--- src/rtl/bcd_display_scanner_pkg.sv ---
// Shared constants and the BCD -> active-low 7-segment decode function
// used by the multiplexed display scanner.
package bcd_pkg;

    localparam logic [6:0] SEG_BLANK = 7'h7F;
    localparam logic [6:0] SEG_DASH  = 7'h3F;
    localparam logic [6:0] SEG_0     = 7'h40;
    localparam logic [6:0] SEG_1     = 7'h79;
    localparam logic [6:0] SEG_2     = 7'h24;
    localparam logic [6:0] SEG_3     = 7'h30;
    localparam logic [6:0] SEG_4     = 7'h19;
    localparam logic [6:0] SEG_5     = 7'h12;
    localparam logic [6:0] SEG_6     = 7'h02;
    localparam logic [6:0] SEG_7     = 7'h78;
    localparam logic [6:0] SEG_8     = 7'h00;
    localparam logic [6:0] SEG_9     = 7'h10;

    // Nibbles above 9 are not BCD; they show a lone dash so the fault is visible.
    function automatic logic [6:0] bcd_to_seg7_f(input logic [3:0] nib);
        logic [6:0] seg_v;
        case (nib)
            4'd0:    seg_v = SEG_0;
            4'd1:    seg_v = SEG_1;
            4'd2:    seg_v = SEG_2;
            4'd3:    seg_v = SEG_3;
            4'd4:    seg_v = SEG_4;
            4'd5:    seg_v = SEG_5;
            4'd6:    seg_v = SEG_6;
            4'd7:    seg_v = SEG_7;
            4'd8:    seg_v = SEG_8;
            4'd9:    seg_v = SEG_9;
            default: seg_v = SEG_DASH;
        endcase
        return seg_v;
    endfunction

endpackage

--- src/rtl/bcd_display_scanner_seg7_decoder.sv ---
// Combinational nibble -> active-low {g,f,e,d,c,b,a} segment decoder.
module bcd_seg7_decoder
    import bcd_pkg::*;
(
    input  logic [3:0] nib,
    output logic [6:0] seg
);

    assign seg = bcd_to_seg7_f(nib);

endmodule

--- src/rtl/bcd_display_scanner.sv ---
// Multiplexed common-anode 7-segment scanner with frame-synchronous digit update.
// Optional leading-zero blanking is enabled by defining LEADING_ZERO_BLANK_EN.
module bcd_display_scanner
    import bcd_pkg::*;
#(
    parameter int NUM_DIGITS  = 4,
    parameter int REFRESH_DIV = 1000
) (
    input  logic                          clk,
    input  logic                          rst_n,
    input  logic                          en,
    input  logic                          update,
    input  logic [4*NUM_DIGITS-1:0]       digits,
    input  logic [NUM_DIGITS-1:0]         dp_mask,
    output logic [6:0]                    seg,
    output logic                          dp,
    output logic [NUM_DIGITS-1:0]         an,
    output logic [$clog2(NUM_DIGITS)-1:0] digit_idx,
    output logic                          frame_done
);

    localparam int IW = $clog2(NUM_DIGITS);
    localparam int PW = $clog2(REFRESH_DIV);

    logic [PW-1:0]           prescaler_r, prescaler_nxt_s;
    logic [IW-1:0]           idx_r, idx_nxt_s;
    logic [4*NUM_DIGITS-1:0] pend_digits_r, act_digits_r, act_digits_nxt_s;
    logic [NUM_DIGITS-1:0]   pend_dp_r, act_dp_r, act_dp_nxt_s;
    logic [NUM_DIGITS-1:0]   an_r, an_nxt_s;
    logic [6:0]              seg_r, seg_nxt_s, dec_seg_s;
    logic                    dp_r, dp_nxt_s, frame_done_r;
    logic                    tick_s, wrap_s, lead_blank_s;
    logic [3:0]              nib_s;

    // Prescaler/scan-index advance and frame-boundary transfer of pending digits.
    always_comb begin
        tick_s           = en && (prescaler_r == PW'(REFRESH_DIV - 1));
        wrap_s           = tick_s && (idx_r == IW'(NUM_DIGITS - 1));
        prescaler_nxt_s  = prescaler_r;
        idx_nxt_s        = idx_r;
        act_digits_nxt_s = act_digits_r;
        act_dp_nxt_s     = act_dp_r;
        if (tick_s) begin
            prescaler_nxt_s = '0;
            idx_nxt_s       = wrap_s ? '0 : idx_r + 1'b1;
        end else if (en) begin
            prescaler_nxt_s = prescaler_r + 1'b1;
        end else begin
            prescaler_nxt_s = prescaler_r;
        end
        // A strobe coinciding with the wrap bypasses pending so it is not lost a frame.
        if (wrap_s) begin
            act_digits_nxt_s = update ? digits  : pend_digits_r;
            act_dp_nxt_s     = update ? dp_mask : pend_dp_r;
        end else begin
            act_digits_nxt_s = act_digits_r;
            act_dp_nxt_s     = act_dp_r;
        end
    end

    assign nib_s = act_digits_nxt_s[4*int'(idx_nxt_s) +: 4];

    bcd_seg7_decoder u_dec (
        .nib (nib_s),
        .seg (dec_seg_s)
    );

`ifdef LEADING_ZERO_BLANK_EN
    int hi_s;

    // Blank slots above the most significant nonzero digit; digit0 can never exceed it.
    always_comb begin
        hi_s = 0;
        for (int i = 0; i < NUM_DIGITS; i++) begin
            if (act_digits_nxt_s[4*i +: 4] != 4'h0) begin
                hi_s = i;
            end else begin
                hi_s = hi_s;
            end
        end
        lead_blank_s = (int'(idx_nxt_s) > hi_s);
    end
`else
    assign lead_blank_s = 1'b0;
`endif

    // Next values of the display outputs, aligned with the next scan index.
    always_comb begin
        an_nxt_s  = {NUM_DIGITS{1'b1}};
        seg_nxt_s = SEG_BLANK;
        dp_nxt_s  = 1'b1;
        if (en && !lead_blank_s) begin
            an_nxt_s[idx_nxt_s] = 1'b0;
            seg_nxt_s           = dec_seg_s;
            dp_nxt_s            = ~act_dp_nxt_s[idx_nxt_s];
        end else begin
            an_nxt_s  = {NUM_DIGITS{1'b1}};
            seg_nxt_s = SEG_BLANK;
            dp_nxt_s  = 1'b1;
        end
    end

    // State and registered outputs with synchronous active-low reset.
    always_ff @(posedge clk) begin
        if (!rst_n) begin
            prescaler_r   <= '0;
            idx_r         <= '0;
            pend_digits_r <= '0;
            pend_dp_r     <= '0;
            act_digits_r  <= '0;
            act_dp_r      <= '0;
            an_r          <= {NUM_DIGITS{1'b1}};
            seg_r         <= SEG_BLANK;
            dp_r          <= 1'b1;
            frame_done_r  <= 1'b0;
        end else begin
            prescaler_r   <= prescaler_nxt_s;
            idx_r         <= idx_nxt_s;
            pend_digits_r <= update ? digits  : pend_digits_r;
            pend_dp_r     <= update ? dp_mask : pend_dp_r;
            act_digits_r  <= act_digits_nxt_s;
            act_dp_r      <= act_dp_nxt_s;
            an_r          <= an_nxt_s;
            seg_r         <= seg_nxt_s;
            dp_r          <= dp_nxt_s;
            frame_done_r  <= wrap_s;
        end
    end

    assign seg        = seg_r;
    assign dp         = dp_r;
    assign an         = an_r;
    assign digit_idx  = idx_r;
    assign frame_done = frame_done_r;

endmodule

--- config.mk ---
export PLATFORM = sky130hd
export DESIGN_NAME = bcd_display_scanner
export DESIGN_NICKNAME = d
export VERILOG_FILES = /design/src/rtl/bcd_display_scanner_pkg.sv /design/src/rtl/bcd_display_scanner_seg7_decoder.sv /design/src/rtl/bcd_display_scanner.sv
export SDC_FILE = /design/constraint.sdc
export NUM_CORES = 1
export LEC_CHECK = 0
export ABC_CLOCK_PERIOD_IN_PS = 2800
export CAP_MARGIN = 5
export CORE_UTILIZATION = 55
export DETAILED_ROUTE_END_ITERATION = 7
export PLACE_DENSITY = 0.76
export REMOVE_ABC_BUFFERS = 1
export SYNTH_ARGS = -nofsm -noshare
export SYNTH_HDL_FRONTEND = slang
export SYNTH_SLANG_ARGS = --single-unit
export TNS_END_PERCENT = 20
--- constraint.sdc ---
create_clock -name clk -period 2.8 [get_ports clk]
set_input_delay 0.56 -clock clk [delete_from_list [all_inputs] [get_ports clk]]
set_output_delay 0.56 -clock clk [all_outputs]
set_load 0.02 [all_outputs]
# [Word-level counts from Yosys, hierarchy flattened]
# Memories as Yosys holds them, arrays and structs flattened. A register that Yosys moved wholly into a read port is not among the register bits.
# Index checks and enable logic that the tools add are counted.
[totals] regBits=58 rom_bits=112 input_bits=24 out_inout_bits=15 word_cells=36 memories=1
[mem_list] memory="(name not given)" depth=16 width=7 rd=1 rd_ports_with_merged_regs=1 wr=0 line_no="bcd_display_scanner_pkg.sv:21" text="case (nib)"
[op_classes] n_addsub=2 order_cmp=2 eq_ne=2 shift=1 muxes=10 n_bitwise=3 n_reduce_logical=6
[op_table] op="$mux W16" count=2
[op_table] op="$shiftx A16 B5 Y4" count=1
[op_table] op="$add A10 B1 Y10 const B" count=1
[op_table] op="$eq A10 B10 Y1 const B" count=1
[op_table] op="$mux W4" count=2
[op_table] op="$mux W2" count=2
[op_table] op="$not A4 Y4" count=1
[op_table] op="$logic_and A1 B1 Y1" count=3
[op_table] op="$lt A2 B3 Y1 const B" count=1
[op_table] op="$add A2 B1 Y2 const B" count=1
[op_table] op="$bmux W1 S2" count=1
[op_table] op="$demux W1 S2" count=1
[op_table] op="$eq A2 B2 Y1 const B" count=1
[op_table] op="$ge A2 B1 Y1 const B" count=1
[op_table] op="$mux W1" count=2
[op_table] op="$not A1 Y1" count=2
[op_table] op="$reduce_and A2 Y1" count=1
[op_table] op="$reduce_or A2 Y1" count=1
[op_table] op="$logic_not A1 Y1" count=1

# [Longest topological paths before layout]
[depth] ltp_word=10 depth_mapped=11

# [Modules after synthesis]
# From an unflattened synthesis, not the netlist that was laid out.
[unflattened] hier_cells=300 hier_area_um2=2797.7
[modules_own_cells] module="bcd_display_scanner" instances=1 cells_per_inst=269 area_each_um2=2557.5
[modules_own_cells] module="bcd_seg7_decoder" instances=1 cells_per_inst=31 area_each_um2=240.2

# [Worst setup path after synthesis]
# OpenSTA, ideal clock, no wires.
[synth_path] path_kind="register to register" from="register idx_r[1] (netlist: digit_idx[1])" to="register seg_r[2] (netlist: seg[2])" setup_ps=114 t_arrival_ps=2595 required_time_ps=2686 slack_ps=91 stages_incl_launch_ff=10 n_path_buf=0 cell_sequence="dfxtp_1 -> ha_1 -> mux4_2 -> mux2_2 -> mux2i_1 -> inv_1 -> ha_1 -> inv_1 -> o21bai_1 -> a21o_1"
[synth_via] elab_chain_len=5 elab_cells_between_ends=7 cone_classes="1 x add/sub; 1 x eq/ne; 1 x shift; 3 x mux; 1 x reduce/logical"
[synth_lines] element="start, declared" line_no="bcd_display_scanner.sv:26" text="logic [IW-1:0] idx_r, idx_nxt_s;"
[synth_lines] element="start signal, assigned" line_no="bcd_display_scanner.sv:118" text="idx_r <= idx_nxt_s;"
[synth_lines] element="branches (longest 4 deep; another with $add A2 B1 Y2)"
[synth_lines] element="$shiftx A16 B5 Y4 (*)" line_no="bcd_display_scanner.sv:61" text="assign nib_s = act_digits_nxt_s[4*int'(idx_nxt_s) +: 4];"
[synth_lines] element="end, declared" line_no="bcd_display_scanner.sv:30" text="logic [6:0] seg_r, seg_nxt_s, dec_seg_s;"
# Every way passes the cells marked *.
# A chain may end at the register's enable or synchronous reset.

# [Worst setup path after layout]
[layout_path] from="input update" to="register seg_r[4] (netlist: seg[4])"
[layout_via] elab_chain_len=3
[layout_lines] element="start, declared" line_no="bcd_display_scanner.sv:12" text="input logic update,"
[layout_lines] element="$mux W16"
[layout_lines] element="$mux W16" line_no="bcd_display_scanner.sv:52" text="if (wrap_s) begin"
[layout_lines] element="$shiftx A16 B5 Y4" line_no="bcd_display_scanner.sv:61"
# Every way passes these cells.

==> flow_metrics.env <==
export IMPL_gp_congestion=0.8222
export IMPL_cts_resized=0
export IMPL_status="complete, no violations"
export IMPL_p_leak_uw=0.001844
export IMPL_synth_top_area_cell="dfxtp_1"
export IMPL_post_cts_buffers=0
export IMPL_cp_data_required_time_ns=3.02
export IMPL_grt_max_degree=37
export IMPL_cts_max_level=3
export IMPL_via_per_inst=5.337
export IMPL_antenna_cells=0
export IMPL_crit_family="buffers and inverters"
export IMPL_fillers=453
export IMPL_syn_inst=310
export IMPL_initial_utilization=0.5714
export IMPL_grt_ovfl_total=0
export IMPL_path_cells="clkdlybuf4s50_1 > buf_4 > buf_4 > mux2i_1 > mux2i_1 > a221oi_1 > a211oi_2 > inv_1 > ha_1 > inv_1 > a211oi_1 > a32oi_1"
export IMPL_ys_warn_count=0
export IMPL_placed_cells=430
export IMPL_postSynthAreaPerCell_sq_um=10.21
export IMPL_final_hold_violation_count=0
export IMPL_hold_class="reg -> reg"
export IMPL_slowest_stage="clkdlybuf4s50_1"
export IMPL_finalCritPeriodShare=0.9067
export IMPL_cts_buffers=9
export IMPL_cts_tree="done"
export IMPL_p_total_uw=1892
export IMPL_multi_input_area_sq_um=1703
export IMPL_finalSetupViolations=0
export IMPL_synth_top_area_frac=0.4111
export IMPL_slew_violations=0
export IMPL_ir_drop_v=0.0003789
export IMPL_worst_pin_slew_ns=0.4522
export IMPL_slew_headroom=0.6976
export IMPL_ys_top_cells_by_area="dfxtp_1 41%, mux2i_1 11%, o211a_1 6.3%, nor2b_1 4.0%, nand2_1 3.4%"
export IMPL_met1Wirelength_um=2990
export IMPL_synth_edf_count=0
export IMPL_io_buffer_count=38
export IMPL_synth_seq_cells=65
export IMPL_clock_fmax_ghz=0.3939
export IMPL_synth_area_sq_um=3166
export IMPL_slowest_delay_ns=0.45
export IMPL_met2_length_um=2817
export IMPL_antenna_left=0
export IMPL_wl_um=6176
export IMPL_cts_sinks=65
export IMPL_io_pins=39
export IMPL_syn2layout_area_growth_pct=24.15
export IMPL_layout_drive_gt1_share=0.1743
export IMPL_synth_ff_type="dfxtp_1"
export IMPL_setup_tns_ns=0
export IMPL_layout_nets=401
export IMPL_route_detailed_drc=0
export IMPL_ys_seq_area_frac=0.4111
export IMPL_grt_use_total=0.2297
export IMPL_routed_top_layer="met4"
export IMPL_cp_end_kind="flip-flop"
export IMPL_wl_per_cell_um=13.88
export IMPL_drt_iter0_drc=189
export IMPL_ys_types=53
export IMPL_drt_first_pass_iters=4
export IMPL_via_count=2375
export IMPL_die_h_um=77.87
export IMPL_grt_first_pass_wirelength_um=10740
export IMPL_period_minus_slack_ns=2.539
export IMPL_path_buf_inv=5
export IMPL_root_buffer="clkbuf_8"
export IMPL_antenna_found_initial=0
export IMPL_die_area_sq_um=6063
export IMPL_clkLatencyLatePin_ns=0.34
export IMPL_seqCellArea_sq_um=1301
export IMPL_critPathLaunchType="input pin"
export IMPL_path_clk_slew_ns=0.06
export IMPL_critical_path_class="in -> reg"
export IMPL_path_max_fanout=5
export IMPL_die_x_um=77.87
export IMPL_cts_max_path_buffers=2
export IMPL_crit_arrival_ns=2.76
export IMPL_dp_hpwl_um=4499
export IMPL_p_per_area_nw_per_um2=481.5
export IMPL_finalNonFillerCells=445
export IMPL_cts_hold_buffers_added=0
export IMPL_num_rows=27
export IMPL_first_global_vias=2339
export IMPL_skew_ns=0.006877
export IMPL_wl_met3_um=221
export IMPL_max_cap_viol_count=0
export IMPL_core_area_sq_um=5540
export IMPL_async_reset_ff_frac=0
export IMPL_rsz0062_at_grt="no"
## kinds of logic after synthesis
kind of cell / Yosys count / synth area share
AOI/OAI and AO/OA: 53 / 0.1482
xor gates and xnor gates: 9 / 0.02490
adders and majority gates: 8 / 0.03162
buffers and inverters: 26 / 0.05098
DFF: 65 / 0.4111
muxes: 45 / 0.1561
and+or+nand+nor: 104 / 0.1771
## per-layer routing
| layer | global-route usage | vias up |
|---|---|---|
| li1 | - | 1209 |
| met2 | 0.3673 | 43 |
| met3 | 0.06000 | 12 |
| met4 | 0.1132 | 0 |
| met5 | 0 | - |
| met1 | 0.2855 | 1111 |
## synthesized netlist by cell type (5+ instances only)
| cell | instances |
|---|---|
| dfxtp_1 | 65 |
| mux2i_1 | 36 |
| nand2_1 | 29 |
| nor2_1 | 20 |
| nor2b_1 | 20 |
| o211a_1 | 20 |
| clkbuf_1 | 9 |
| a21oi_1 | 8 |
| ha_1 | 8 |
| and2_1 | 6 |
| inv_1 | 6 |
| xnor2_1 | 5 |
## worst reg2reg max path, stage by stage (launching register included)
cell	delay (ns)
dfxtp_1	0.32
ha_1	0.33
mux4_2	0.50
mux2_2	0.27
mux2i_1	0.21
inv_1	0.14
buf_4	0.16
mux2i_1	0.23
a22oi_1	0.13
## registers in the layout, summed over array words and instances, names as in the netlist
| register | flops |
|---|---|
| pend_digits_r | 16 |
| seg | 7 |
| act_digits_r | 16 |
| pend_dp_r | 4 |
| prescaler_r | 10 |
| digit_idx | 2 |
| dp | 1 |
| an | 4 |
| act_dp_r | 4 |
| frame_done | 1 |
## cells in the final DEF, fill, tap and decap left out, types with 2 or more instances in the layout
master / netlist / layout
a21oi_1: 8 / 8
clkinv_2: 0 / 2
dfxtp_1: 65 / 65
a21o_1: 2 / 2
inv_1: 6 / 6
buf_4: 3 / 29
mux4_2: 2 / 2
nand3_1: 3 / 3
a22oi_1: 2 / 2
a32oi_1: 2 / 2
nand2b_1: 4 / 4
nand3b_1: 2 / 2
clkbuf_8: 2 / 11
ha_1: 8 / 8
xnor2_1: 5 / 5
nor2b_1: 20 / 20
and2_1: 6 / 6
xor2_1: 4 / 4
mux2_2: 4 / 4
nand4_1: 3 / 3
a221oi_1: 3 / 3
clkdlybuf4s50_1: 0 / 38
o211a_1: 20 / 20
mux2_4: 2 / 2
a211oi_1: 4 / 4
mux2i_1: 36 / 36
o21ai_0: 3 / 3
nor2_1: 20 / 20
and3_1: 4 / 4
o21ai_1: 2 / 2
nor3_1: 3 / 3
nand2_1: 29 / 29
## power by group
part           leakage (uW)  switching [uW]  internal [uW]  total, uW
registers          0.000530            8.30            950        958
logic               0.00121            64.3           83.8        148
clock network      0.000102             334            452        786
total               0.00184             407           1490       1890
## path summary, 6_finish.rpt
check | start | end | slack, ns | cells after the start
max | update | seg[4] | 0.26 | 12
min | pend_digits_r[12] | pend_digits_r[12] | 0.51 | 2
max reg2reg | digit_idx[0] | seg[0] | 0.38 | 8
min reg2reg | pend_digits_r[12] | pend_digits_r[12] | 0.51 | 2
## area by class of cell
class                   instances  share of cell area
multi-input cells             219              0.4333
well taps                      72             0.02292
repair buffers                 68              0.1573
clock buffers                  12             0.03948
clock inverters                 3             0.01019
inverters                       6            0.005731
flip-flops and latches         65              0.3311
## metrics by stage
step                instance area, sq um  hold slack, ns    util  setup WS [ns]
finish                              3930          0.5121  0.7094         0.2611
global route                        3930          0.5503  0.7094        0.05385
CTS                                 3930          0.5207  0.7094         0.2897
detailed placement                  3735          0.5056  0.6741       -0.05724
global placement                    3735          0.4959  0.6741       -0.02095
floorplan                           3027          0.4784       -        -0.3783
No activity file was read; power rests on OpenSTA's default activity.
==> RTL edit 1: new RTL, same settings <==
`NUM_DIGITS`: 4 -> 2.
--- a/src/rtl/bcd_display_scanner.sv
+++ b/src/rtl/bcd_display_scanner.sv
@@ -5,3 +5,3 @@
 #(
-    parameter int NUM_DIGITS  = 4,
+    parameter int NUM_DIGITS  = 2,
     parameter int REFRESH_DIV = 1000
Ports: changed (resized an, digit_idx, digits and dp_mask); port bits go from 39 to 26. The function was not compared with the original's and may differ.
==> RTL edit 1 against the original RTL <==
- die area decreased by 40%
- first-iteration DRC count decreased by 68%
- synthesized area decreased by 41%
- setup slack got worse by 120 ps
- total power decreased by 42%
- wire length decreased by 46%
- largest power group unchanged
- final area decreased by 42%
- critical path depth decreased by 1
- sequential cell count decreased by 23
==> RTL edit 1: results <==
[detailed_routing]
wl_per_cell_microns = 12.83

[power]
power_density_mw_per_mm2 = 478.9
p_leak_uw = 0.0009176

[global_routing]
grt_pass1_wl_microns = 5947
use_met2 = 0.3516
grt_util_met1 = 0.2754
grt_pass1_vias = 1305
grt.met3_usage = 0.07792

[worst_setup_path]
slowest_stage = mux4_2
worstPathArrival_ps = 2900
reg2reg_setup_slack_ps = 180
reg2reg_to = seg[5]
cp-startpoint = en

[yosys]
synthTopCellsByCount = 42 x dfxtp_1, 16 x nor2_1, 11 x mux2i_1

[placement]
place_ws_ps = -234.5
io_buffer_count = 25
place_congestion = 0.8367
dp_hpwl_microns = 2536

[status]
status = completed

[sta]
min_period_ps = 2656
slew-limit-headroom = 0.5952

[clocking]
cts.clk_slew.worst_paths_ps = 120
root_buffer = clkbuf_4

[layout]
final_nets = 236
layout-drive-gt1-share = 0.1767
[RTL edit 1: changes by cell type in the layout (fill, tap and decap cells not counted), sizes merged, moves of 13 or more]
cell | unedited run | this run
clkdlybuf4s50 | 38 | 25
nor2b | 20 | 5
o211a | 20 | 2
mux2i | 37 | 12
dfxtp | 65 | 42
buf | 30 | 12
nand2 | 29 | 9
[RTL edit 1: where the power goes]
group / internal [uW] / switching [uW] / leakage [uW]
Clock: 189 / 190 / 0.0000395
Combinational: 51.9 / 40.0 / 0.000535
Sequential: 614 / 6.18 / 0.000343
[RTL edit 1: metal layers]
layer	part of all wire	wire, microns
met5	0	0
met2	0.46	1543
met1	0.46	1519
met4	0.031	103
met3	0.047	157
[RTL edit 1: worst min path at each step]
| stage | start | endpoint | slack, ps | depth (start not counted) |
|---|---|---|---|---|
| finish | act_digits_r[2] | act_digits_r[2] | 490 | 1 |
| global route | act_digits_r[2] | act_digits_r[2] | 540 | 1 |
| CTS | act_digits_r[2] | act_digits_r[2] | 500 | 1 |
| detailed placement | act_digits_r[2] | act_digits_r[2] | 470 | 1 |
| global placement | act_digits_r[6] | act_digits_r[6] | 460 | 1 |
| floorplan | act_digits_r[2] | act_digits_r[2] | 450 | 1 |
[RTL edit 1: cell families (layout without fill, tap and decap cells)]
logic type	Yosys count	in the layout	synth area share
flops	42	42	0.4513
mux	22	22	0.1558
buf+inv	18	53	0.04567
compound gates	26	26	0.09940
fa+ha+maj	8	8	0.05373
xor+xnor	9	9	0.04231
simple gates	55	55	0.1518
[RTL edit 1: cell type report]
type                       instances  area, sq um
fill                             241        848.3
timing repair buffer              37        340.3
clock inverter                     1        30.03
sequential                        42        840.8
tap                               44        55.05
multi-input combinational        120        937.1
inverter                           8        31.28
clock buffer                       7        45.04
[RTL edit 1: through the flow]
stage	std cells	TNS [ps]	power, uW	hold slack (ps)	util
after floorplan	170	0	677.2	453.9	-
after global placement	251	-706.8	723.1	461.7	0.7048
after detailed placement	251	-1204	726.3	468.6	0.7048
after CTS	259	0	1103	497.1	0.7288
after global routing	259	0	1143	536.4	0.7288
final	259	0	1092	493.6	0.7288
==> RTL edit 2: new RTL, same settings <==
Without the edit above. Register the output `seg` once more; this adds one clock of latency there. The other outputs are not delayed to match.
--- a/src/rtl/bcd_display_scanner.sv
+++ b/src/rtl/bcd_display_scanner.sv
@@ -23,2 +23,4 @@
     localparam int PW = $clog2(REFRESH_DIV);
+
+    logic [6:0] seg_d;
 
@@ -129,3 +131,3 @@
 
-    assign seg        = seg_r;
+    assign seg_d      = seg_r;
     assign dp         = dp_r;
@@ -135,2 +137,6 @@
 
+    always_ff @(posedge clk) begin
+        seg <= seg_d;
+    end
+
 endmodule
Formal check against the unedited RTL: not equivalent (a bounded check fails within 4 cycles, from zero or initial values and one cycle with rst_n low).
==> RTL edit 2 against the original RTL <==
- final area is 5.3% higher
- first-iteration DRC count down 34%
- synthesized cell count increased by 3.9%
- setup slack got worse by 100 ps
- global-route usage grew 0.53 points
- cell count up 3.1%
- wire length is 6.9% higher
- sequential cell count grew 7
- synthesized area rose by 3.6%
- total power up 12%
- via count up 6.6%
- utilization is 2.4 points higher
- clock skew decreased by 2.5 ps
- critical path type unchanged
- critical endpoint is now seg_d[3]
- largest cell class unchanged
- largest power group unchanged
==> RTL edit 2: results <==
[clocking]
cts.clk_slew.worst_paths_ps = 80
cts_buffer_depth = 2

[sta]
finClkSkew_ps = 4.342
worst_pin_slew_ps = 453.5
min_period_ps = 2642

[global_routing]
grt_max_degree = 40
grt_pass1_vias = 2450
grt_pass1_wl_microns = 11300
grtUsageTotal = 0.2350

[worst_setup_path]
endpoint = seg_d[3]
cp_max_fo = 4
critical_path_class = primary input to flip-flop
cp-startpoint = en
worstPathArrival_ps = 2900
reg2reg_setup_slack_ps = 230
r2r-start = prescaler_r[0]
critPathTopFamily = simple AND/OR/NAND/NOR gates
slowest_stage = clkdlybuf4s50_1
cpPeakStageDelay_ps = 500

[yosys]
syn_inst = 322
synthTopCellsByCount = 72 x dfxtp_1, 28 x mux2i_1, 26 x nand2_1, 26 x nor2b_1, 15 x nor2_1
synth_area_leaders = dfxtp_1 44%, mux2i_1 8.5%, nor2b_1 5.0%
yosysSeqAreaShare = 0.4395
synth_xor_xnor_area_share = 0.02404
synth.mux.area_fraction = 0.1282
synthAdderAreaFrac = 0.03052
synth_compound_area_frac = 0.1534
yosysUniqueCellTypes = 52

[layout]
reg.largest.list = act_digits_r: 16 flops, pend_digits_r: 16 flops, prescaler_r: 10 flops
layout-drive-gt1-share = 0.1938
final_nets = 414
diodes = 0
layout.cells.non_filler = 459

[placement]
place_ws_ps = -185.5
dp_cells = 443
dp_hpwl_microns = 4833
place_congestion = 0.8693

[power]
irDropWorstVdd_v = 0.0004378
p_leak_uw = 0.001749
intPower_uw = 1667

[detailed_routing]
avgViaCountPerCell = 5.514
initialDrtViolationCount = 125
wl_per_cell_microns = 14.39

[status]
status = completed
[RTL edit 2: cell count changes after synthesis, sizes merged, moves of 5 or more]
cell and delta:
nor2 -5, o211a -8, nand4 +5, mux2i -7, nand2b -5, nor2b +6
dfxtp +7, buf +5, clkbuf -5, o21ai +7
[RTL edit 2: layer usage]
metal / up-vias / routed length [microns] / GRT usage
met3: 20 / 415 / 0.06552
met1: 1156 / 2935 / 0.2746
met5: - / 0 / 0
li1: 1273 / - / -
met2: 82 / 3061 / 0.3974
met4: 0 / 192 / 0.1073
[RTL edit 2: worst reg2reg max path, cell delays in order (launching register included)]
cell     delay, ps
dfxtp_1        370
ha_1           250
nand4_1        260
nor4b_1        430
o21ai_1        150
a32oi_2        250
inv_1          110
ha_1           320
and4_1         150
o31ai_1        210
[RTL edit 2: timing repair]
action | CTS | global route
gates resized for setup | 0 | 1
setup buffers | 0 | 0
setup endpoints to repair | 0 | 2
[RTL edit 2: power by group through the flow]
stage	Combinational [uW]	Sequential, uW	Clock, uW
final	147	1060	917
after global routing	161	1070	983
after CTS	149	1060	943
after detailed placement	148	1090	0
after global placement	145	1090	0
after floorplan	51.5	1090	0
[RTL edit 2: how the worst min path moves through the flow]
stage / start / endpoint / depth (start not counted)
floorplan: seg_d[0] / seg[0] / 0
global route: seg_d[4] / seg[4] / 0
CTS: seg_d[1] / seg[1] / 0
finish: seg_d[1] / seg[1] / 0
detailed placement: seg_d[3] / seg[3] / 0
global placement: seg_d[2] / seg[2] / 0
[RTL edit 2: kinds of logic after synthesis]
| kind of cell | after synthesis |
|---|---|
| adder cells (fa/ha/maj) | 8 |
| buffers and inverters | 26 |
| AND/OR/NAND/NOR | 104 |
| multiplexers | 40 |
| flip-flops | 72 |
| AO/OA/AOI/OAI | 63 |
| XOR/XNOR | 9 |
[RTL edit 2: layout make-up]
| type | count | area [sq um] |
|---|---|---|
| clock buffer | 10 | 137.6 |
| clock inverter | 6 | 91.34 |
| fill | 418 | 1503 |
| inverter | 6 | 22.52 |
| multi-input combinational | 224 | 1705 |
| sequential | 72 | 1441 |
| tap | 72 | 90.09 |
| timing repair buffer | 69 | 650.6 |
[RTL edit 2: stage by stage]
step	power (uW)	TNS, ps	hold WS, ps	instance area, sq um	utilization
2_1_floorplan	1143	0	309.6	3163	-
3_3_place_gp	1230	-708.4	310.4	3904	0.6919
3_5_place_dp	1234	-712.9	312.1	3904	0.6919
4_1_cts	2154	0	329.5	4133	0.7325
5_1_grt	2210	0	335.6	4139	0.7336
6_report	2127	0	328.3	4139	0.7336
